[config.mk]
export PLATFORM = sky130hd
export DESIGN_NAME = pong_game_ctrl
export DESIGN_NICKNAME = d
export VERILOG_FILES = /design/src/rtl/pong_game_ctrl.sv
export SDC_FILE = /design/constraint.sdc
export NUM_CORES = 1
export LEC_CHECK = 0
export CORE_MARGIN = 5
export CORE_UTILIZATION = 26
export DETAILED_ROUTE_END_ITERATION = 8
export PLACE_DENSITY = 0.45
export SKIP_CTS_REPAIR_TIMING = 1
export SLEW_MARGIN = 30
export SYNTH_ARGS = -nofsm -noshare
export SYNTH_HDL_FRONTEND = slang
export SYNTH_SLANG_ARGS = --single-unit
export TNS_END_PERCENT = 50
[constraint.sdc]
create_clock -name clk -period 3.2 [get_ports clk]
set_input_delay 0.32 -clock clk [delete_from_list [all_inputs] [get_ports clk]]
set_output_delay 0.32 -clock clk [all_outputs]
set_load 0.1 [all_outputs]
[src/rtl/pong_game_ctrl.sv]
// rtl/pong_game_ctrl.sv - pong match sequencer: score, serve timing, game_state; optional pause via PONG_PAUSE_EN
module pong_game_ctrl #(
  parameter int WIN_SCORE      = 5,
  parameter int SERVE_DELAY_MS = 1000,
  parameter int WIN_HOLD_MS    = 3000,
  parameter int CNT_W          = 12
) (
  input  logic       clk,
  input  logic       reset,
  input  logic       tick_1ms,
  input  logic       start,
  input  logic       miss_left,
  input  logic       miss_right,
`ifdef PONG_PAUSE_EN
  input  logic       pause,
`endif
  output logic [1:0] game_state,
  output logic [3:0] score1,
  output logic [3:0] score2,
  output logic       ball_enable,
  output logic       ball_reset,
  output logic       serve_dir
);

  localparam logic [CNT_W-1:0] SERVE_CNT = CNT_W'(SERVE_DELAY_MS);
  localparam logic [CNT_W-1:0] HOLD_CNT  = CNT_W'(WIN_HOLD_MS);
  localparam logic [3:0]       WIN_PTS   = 4'(WIN_SCORE);

  typedef enum logic [2:0] {
    S_IDLE,
    S_SERVE,
    S_PLAY,
    S_WIN1,
    S_WIN2
`ifdef PONG_PAUSE_EN
    , S_PAUSED
`endif
  } state_t;

  state_t           state, state_n;
  logic [CNT_W-1:0] cnt, cnt_n, cnt_inc;
  logic [3:0]       score1_n, score2_n;
  logic             serve_dir_n;
  logic             start_q;
  logic             start_edge;
  logic [1:0]       game_state_n;
  logic             ball_enable_n, ball_reset_n;

  assign start_edge = start & ~start_q;
  assign cnt_inc    = cnt + CNT_W'(1);

`ifdef PONG_PAUSE_EN
  logic pause_q;
  logic pause_edge;
  assign pause_edge = pause & ~pause_q;

  // pause edge detector history, cleared by reset like start_q
  always_ff @(posedge clk) begin
    if (!reset) pause_q <= 1'b0;
    else        pause_q <= pause;
  end
`endif

  // state, counter, scores and edge-detector history
  always_ff @(posedge clk) begin
    if (!reset) begin
      state     <= S_IDLE;
      cnt       <= '0;
      score1    <= 4'd0;
      score2    <= 4'd0;
      serve_dir <= 1'b1;
      start_q   <= 1'b0;
    end else begin
      state     <= state_n;
      cnt       <= cnt_n;
      score1    <= score1_n;
      score2    <= score2_n;
      serve_dir <= serve_dir_n;
      start_q   <= start;
    end
  end

  // next state: scoring, serve/win timing; counter restarts on every state change
  always_comb begin
    state_n     = state;
    cnt_n       = cnt;
    score1_n    = score1;
    score2_n    = score2;
    serve_dir_n = serve_dir;
    case (state)
      S_IDLE: begin
        if (start_edge) begin
          state_n     = S_SERVE;
          score1_n    = 4'd0;
          score2_n    = 4'd0;
          serve_dir_n = 1'b1;
        end
      end
      S_SERVE: begin
        if (tick_1ms) begin
          if (cnt_inc == SERVE_CNT) state_n = S_PLAY;
          else                      cnt_n   = cnt_inc;
        end
      end
      S_PLAY: begin
        // miss_left has priority when both paddles report a miss together
        if (miss_left) begin
          score2_n = score2 + 4'd1;
          if (score2_n == WIN_PTS) begin
            state_n = S_WIN2;
          end else begin
            state_n     = S_SERVE;
            serve_dir_n = 1'b0;
          end
        end else if (miss_right) begin
          score1_n = score1 + 4'd1;
          if (score1_n == WIN_PTS) begin
            state_n = S_WIN1;
          end else begin
            state_n     = S_SERVE;
            serve_dir_n = 1'b1;
          end
        end
`ifdef PONG_PAUSE_EN
        else if (pause_edge) begin
          state_n = S_PAUSED;
        end
`endif
      end
      S_WIN1, S_WIN2: begin
        if (tick_1ms) begin
          if (cnt_inc == HOLD_CNT) state_n = S_IDLE;
          else                     cnt_n   = cnt_inc;
        end
      end
`ifdef PONG_PAUSE_EN
      S_PAUSED: begin
        if (pause_edge) state_n = S_PLAY;
      end
`endif
      default: state_n = S_IDLE;
    endcase
    if (state_n != state) cnt_n = '0;
  end

  // output decode of the upcoming state so outputs update on the triggering edge
  always_comb begin
    game_state_n  = 2'b00;
    ball_enable_n = 1'b0;
    ball_reset_n  = 1'b1;
    case (state_n)
      S_IDLE:  game_state_n = 2'b00;
      S_SERVE: game_state_n = 2'b01;
      S_PLAY: begin
        game_state_n  = 2'b01;
        ball_enable_n = 1'b1;
        ball_reset_n  = 1'b0;
      end
      S_WIN1:  game_state_n = 2'b10;
      S_WIN2:  game_state_n = 2'b11;
`ifdef PONG_PAUSE_EN
      S_PAUSED: begin
        game_state_n = 2'b01;
        ball_reset_n = 1'b0;
      end
`endif
      default: game_state_n = 2'b00;
    endcase
  end

  // registered outputs
  always_ff @(posedge clk) begin
    if (!reset) begin
      game_state  <= 2'b00;
      ball_enable <= 1'b0;
      ball_reset  <= 1'b1;
    end else begin
      game_state  <= game_state_n;
      ball_enable <= ball_enable_n;
      ball_reset  <= ball_reset_n;
    end
  end

endmodule

* Word-level counts from Yosys, hierarchy flattened
Cells that the tools add are included.
Operators by class: add/sub/neg operators 3, multiply operators 0, divide/modulo/power cells 0, $lt $le $gt $ge 0, eq/ne operators 24, shifts and indexed selects 0, muxes and demuxes 30, bitwise operators 3, reduce and logical (&&, ||, !) cells 10
Operators with widths (number):
- $mux W12 | 4
- $mux W3 | 8
- $pmux W12 S2 | 1
- $mux W4 | 4
- $ne A2 B2 Y1 const B | 8
- $pmux W4 S2 | 2
- $add A12 B1 Y12 const B | 1
- $eq A12 B10 Y1 const B | 1
- $eq A12 B12 Y1 const B | 1
- $eq A3 B2 Y1 const B | 4
- $pmux W3 S4 | 1
- $reduce_and A5 Y1 | 2
- $ne A3 B3 Y1 const B | 3
- $add A4 B1 Y4 const B | 2
- $eq A4 B3 Y1 const B | 2
- $mux W1 | 7
- $eq A3 B1 Y1 const B | 2
- $eq A3 B3 Y1 const B | 2
- $pmux W2 S3 | 1
- $reduce_or A2 Y1 | 3
- $reduce_and A4 Y1 | 1
- $reduce_bool A2 Y1 | 2
- $logic_not A3 Y1 | 1
- $ne A3 B3 Y1 | 1
- other kinds (5) | 6
Word-level totals: bits in registers 29, latch bits 0, memory bits (writable) 0, bits in read-only memories 0, input bits 6, output and inout bits 13, logic and storage cells 79, memories 0

* Depth between registers and ports, before layout
depth in word-level cells 9, mapped depth 9, gate-level depth less buffers 8

* Least setup slack after synthesis
OpenSTA, ideal clock, no wires.
path kind flip-flop to flip-flop, from register score2[1], to register cnt[0], setup time 0.065 ns, data arrival time 2.806 ns, data required time 3.135 ns, path slack 0.329 ns, stages on the path, launching flop included 10, buffers on the path 1, period minus slack after synthesis 2.871 ns, path through dfxtp_1 ha_1 nor2b_1 a211o_1 nand4_1 a311o_1 o31ai_1 nand4_1 clkbuf_1 nor2_1
On the way: longest elaborated chain between the ends 7
Ends and longest elaborated chain:
- start, declared | RTL line 19 | output logic [3:0] score2,
- start signal, assigned | RTL line 77 | score2 <= score2_n;
- $add A4 B1 Y4 | RTL line 108 | score2_n = score2 + 4'd1;
- $eq A4 B3 Y1 | RTL line 109 | if (score2_n == WIN_PTS) begin
- $mux W3 | RTL line 109
- $mux W3 | RTL line 107 | if (miss_left) begin
- $pmux W3 S4 | RTL line 90 | case (state)
- $ne A3 B3 Y1 | RTL line 143 | if (state_n != state) cnt_n = '0;
- $reduce_or A2 Y1 (no source line)
- end signal, assigned | RTL line 75 | cnt <= cnt_n;
- end, declared | RTL line 41 | logic [CNT_W-1:0] cnt, cnt_n, cnt_inc;
No other way between the ends. A chain may end at the register's enable or synchronous reset.

* Worst setup path in the final report
from register cnt[0], to register cnt[4]
On the way: longest elaborated chain between the ends 7, elaborated cells between the ends (all ways) 18, classes of those cells add/sub (1); eq/ne (5); mux (10); reduce/logical (2)
Ends and longest elaborated chain:
- $add A12 B1 Y12 (*) | RTL line 50 | assign cnt_inc = cnt + CNT_W'(1);
- $eq A12 B12 Y1 or $eq A12 B10 Y1 (tied branches) | RTL line 132, 101
- $mux W3 (on tied branches) | RTL line 132, 101
- $mux W3 (on tied branches) | RTL line 131, 100
- $pmux W3 S4 | RTL line 90
- $ne A3 B3 Y1 | RTL line 143
- $reduce_or A2 Y1 (no source line)
Every way passes the cells marked *; elsewhere a longest branch is shown, timed or not. The select of a mux whose other input is x is not followed.

==> run_results.csv <==
group,metric,value,unit
status,status,"completed",
clocking,tritoncts,"yes",
synth,avgSynthCellArea,8.08,sq um
critical_path,worstSetupPathType,"reg2reg",
timing,hold_viol_final,0,
critical_path,critPathRequiredTime,3.42,ns
place,place.gp.congestion,0.766,
grt,grt_overflow,0,
power,p_per_area,345,nW/um^2
floorplanning,start_util,0.269,
grt,grt_use_total,0.112,
drt,routed_wl,4.60,mm
synth,syn-num-nets,240,
power,total_power,780,uW
finish,drive_above_1_share,0.130,
finish,antenna_cells,0,
floorplanning,rows,30,
synth,post-synth-top-area-cell,"dfxtp_1",
finish,fillers,725,
clocking,root_buffer,"clkbuf_8",
drt,drtPass1Iterations,4,
synth,syn-instance-count,229,
timing,maxSlewHeadroom,0.351,
grt,grt_max_degree,13,
timing,rsz0062_at_grt,"false",
clocking,clk_latency,0.29,ns
synth,ys_types,59,
worst_hold_path,min_path_type,"reg2reg",
timing,fin_crit,2.64,ns
critical_path,cp.arrival,2.86,ns
clocking,cts_buffers,5,
synth,netlist_top_cells_count,"nor2_1 (31), dfxtp_1 (29), nand2_1 (20), a21oi_1 (15), o21ai_0 (15)",
drt,drc,0,
place,hpwlAfterDp,3.35,mm
timing,fin_crit_sh,0.826,
timing,finalMaxSlewViolations,0,
timing,setup_viol,0,
synth,synth.ff_latch_count,29,
clocking,cts_buffer_depth,2,
timing,tightest_slew,0.971,ns
finish,fin_nets,264,
finish,register_area,581,sq um
floorplanning,die_y,94.4,um
grt,grt_pass1_vias,1602,
synth,syn_area,1850,sq um
floorplanning,die-area,8900,sq um
clocking,ctsHtreeMaxLevel,2,
clocking,cts.sink_count,29,
finish,fin_cells,350,
place,numPortBuffers,18,
critical_path,worstSetupStartpointType,"register",
synth,netlist.area_leader.share,0.314,
synth,ys_top_cells_by_area,"dfxtp_1 (31%), nor2_1 (6.3%), a21oi_1 (4.1%)",
clocking,path_clk_slew,0.07,ns
finish,area_growth,22.1,%
critical_path,cp-end-kind,"register",
synth,ys_async_sr_fraction,0,
grt,grt_pass1_wl,7.87,mm
drt,vias_per_cell,4.94,
timing,max_freq,378,MHz
synth,seq_area_frac_synth,0.314,
power,vdd_drop_max,0.126,mV
power,leakage,0.782,nW
synth,synth_edf_count,0,
floorplanning,die_w,94.4,um
floorplanning,io-pin-count,19,
synth,yosysWarnings,0,
timing,final.setup_skew,0.0115,ns
drt,ant_nets,0,
floorplanning,coreArea,6870,sq um
drt,initialDrtViolationCount,84,
drt,avgRoutedWirePerCell,13.1,um
grt,antenna_found_initial,0,
finish,multiInputGateArea,1210,sq um
timing,final.setup.tns,0,ns
drt,vias,1730,
synth,synth_most_common_cell,"nor2_1",
run,max-cap-violations,0,
place,dp_cells,342,
synth,synth_ff_type,"dfxtp_1",
critical_path,worstPathMaxFanout,10,
==> per-stage QoR <==
step | hold slack [ns] | instance area [sq um] | worst slack (ns) | util
floorplan | 0.382 | 1850 | 0.329 | -
global placement | 0.505 | 2160 | 0.672 | 0.314
detailed placement | 0.503 | 2160 | 0.602 | 0.314
CTS | 0.520 | 2260 | 0.581 | 0.329
global route | 0.544 | 2260 | 0.272 | 0.329
finish | 0.516 | 2260 | 0.557 | 0.329
==> path summary, 6_finish.rpt <==
check                    startpoint  cells after the start                endpoint  slack [ns]
max             cnt[0]$_SDFFE_PP0P_                      8     cnt[4]$_SDFFE_PP0P_        0.56
min          serve_dir$_SDFFE_PN1P_                      2  serve_dir$_SDFFE_PN1P_        0.52
max reg2reg     cnt[0]$_SDFFE_PP0P_                      8     cnt[4]$_SDFFE_PP0P_        0.56
min reg2reg  serve_dir$_SDFFE_PN1P_                      2  serve_dir$_SDFFE_PN1P_        0.52
==> kinds of logic (layout without fill, tap and decap cells) <==
group	after synthesis	after routing	synth area share
AO/OA/AOI/OAI	59	59	0.235
XOR/XNOR	11	11	0.0521
adder cells (fa/ha/maj)	5	5	0.0338
buffers and inverters	16	41	0.0345
flip-flops	29	29	0.314
multiplexers	5	5	0.0277
AND/OR/NAND/NOR	104	104	0.304
==> worst max-delay path, stage by stage (launching register included) <==
cell,delay (ns)
dfxtp_1,0.44
ha_1,0.30
nand2_1,0.16
a211oi_1,0.30
o32ai_1,0.21
a31oi_2,0.47
o21ai_2,0.17
or3b_1,0.40
a21oi_1,0.12
==> flip-flops by register name (all words and copies together), names as in the netlist <==
| register | flops |
|---|---|
| ball_enable | 1 |
| ball_reset | 1 |
| cnt | 12 |
| game_state | 2 |
| score1 | 4 |
| score2 | 4 |
| serve_dir | 1 |
| start_q | 1 |
| state | 3 |
==> layout by cell type, fill, tap and decap left out, types with 2 or more instances in the layout <==
master / n
and3_1: 5
or2_2: 2
or2b_2: 2
xnor2_1: 3
a211oi_1: 2
and2_1: 4
dfxtp_1: 29
a21oi_1: 15
nor3_1: 5
o22ai_1: 2
xor2_1: 8
nand3_1: 9
nand4_1: 5
a31oi_1: 2
ha_1: 5
nor2_1: 31
or3b_1: 2
mux2i_1: 4
and4_2: 2
nand2_1: 20
o211ai_1: 2
clkdlybuf4s50_1: 18
o32ai_1: 2
inv_1: 10
a32oi_1: 2
nor2b_1: 3
buf_4: 4
o21ai_0: 15
clkbuf_8: 7
a211o_1: 2
nor4_1: 2
==> routing by layer <==
layer	GRT usage	vias up	share of wire
met5	0	-	0
met2	0.168	36	0.43
met4	0.0433	0	0.014
li1	-	886	-
met3	0.0271	7	0.043
met1	0.154	801	0.52
==> cell type report <==
class / count / share of cell area
Tap cell: 96 / 0.0532
Clock inverter: 1 / 0.00221
Clock buffer: 7 / 0.0426
Multi-Input combinational cell: 184 / 0.534
Inverter: 11 / 0.0183
Sequential cell: 29 / 0.257
Timing Repair Buffer: 22 / 0.0930
==> report_power, final <==
part | total (mW) | switching [mW] | leakage (nW) | internal [mW]
registers | 0.368 | 0.00374 | 0.234 | 0.365
logic | 0.0699 | 0.0446 | 0.494 | 0.0253
clock network | 0.341 | 0.147 | 0.0542 | 0.194
total | 0.780 | 0.196 | 0.782 | 0.584
Power figures use the tool's default switching activity.
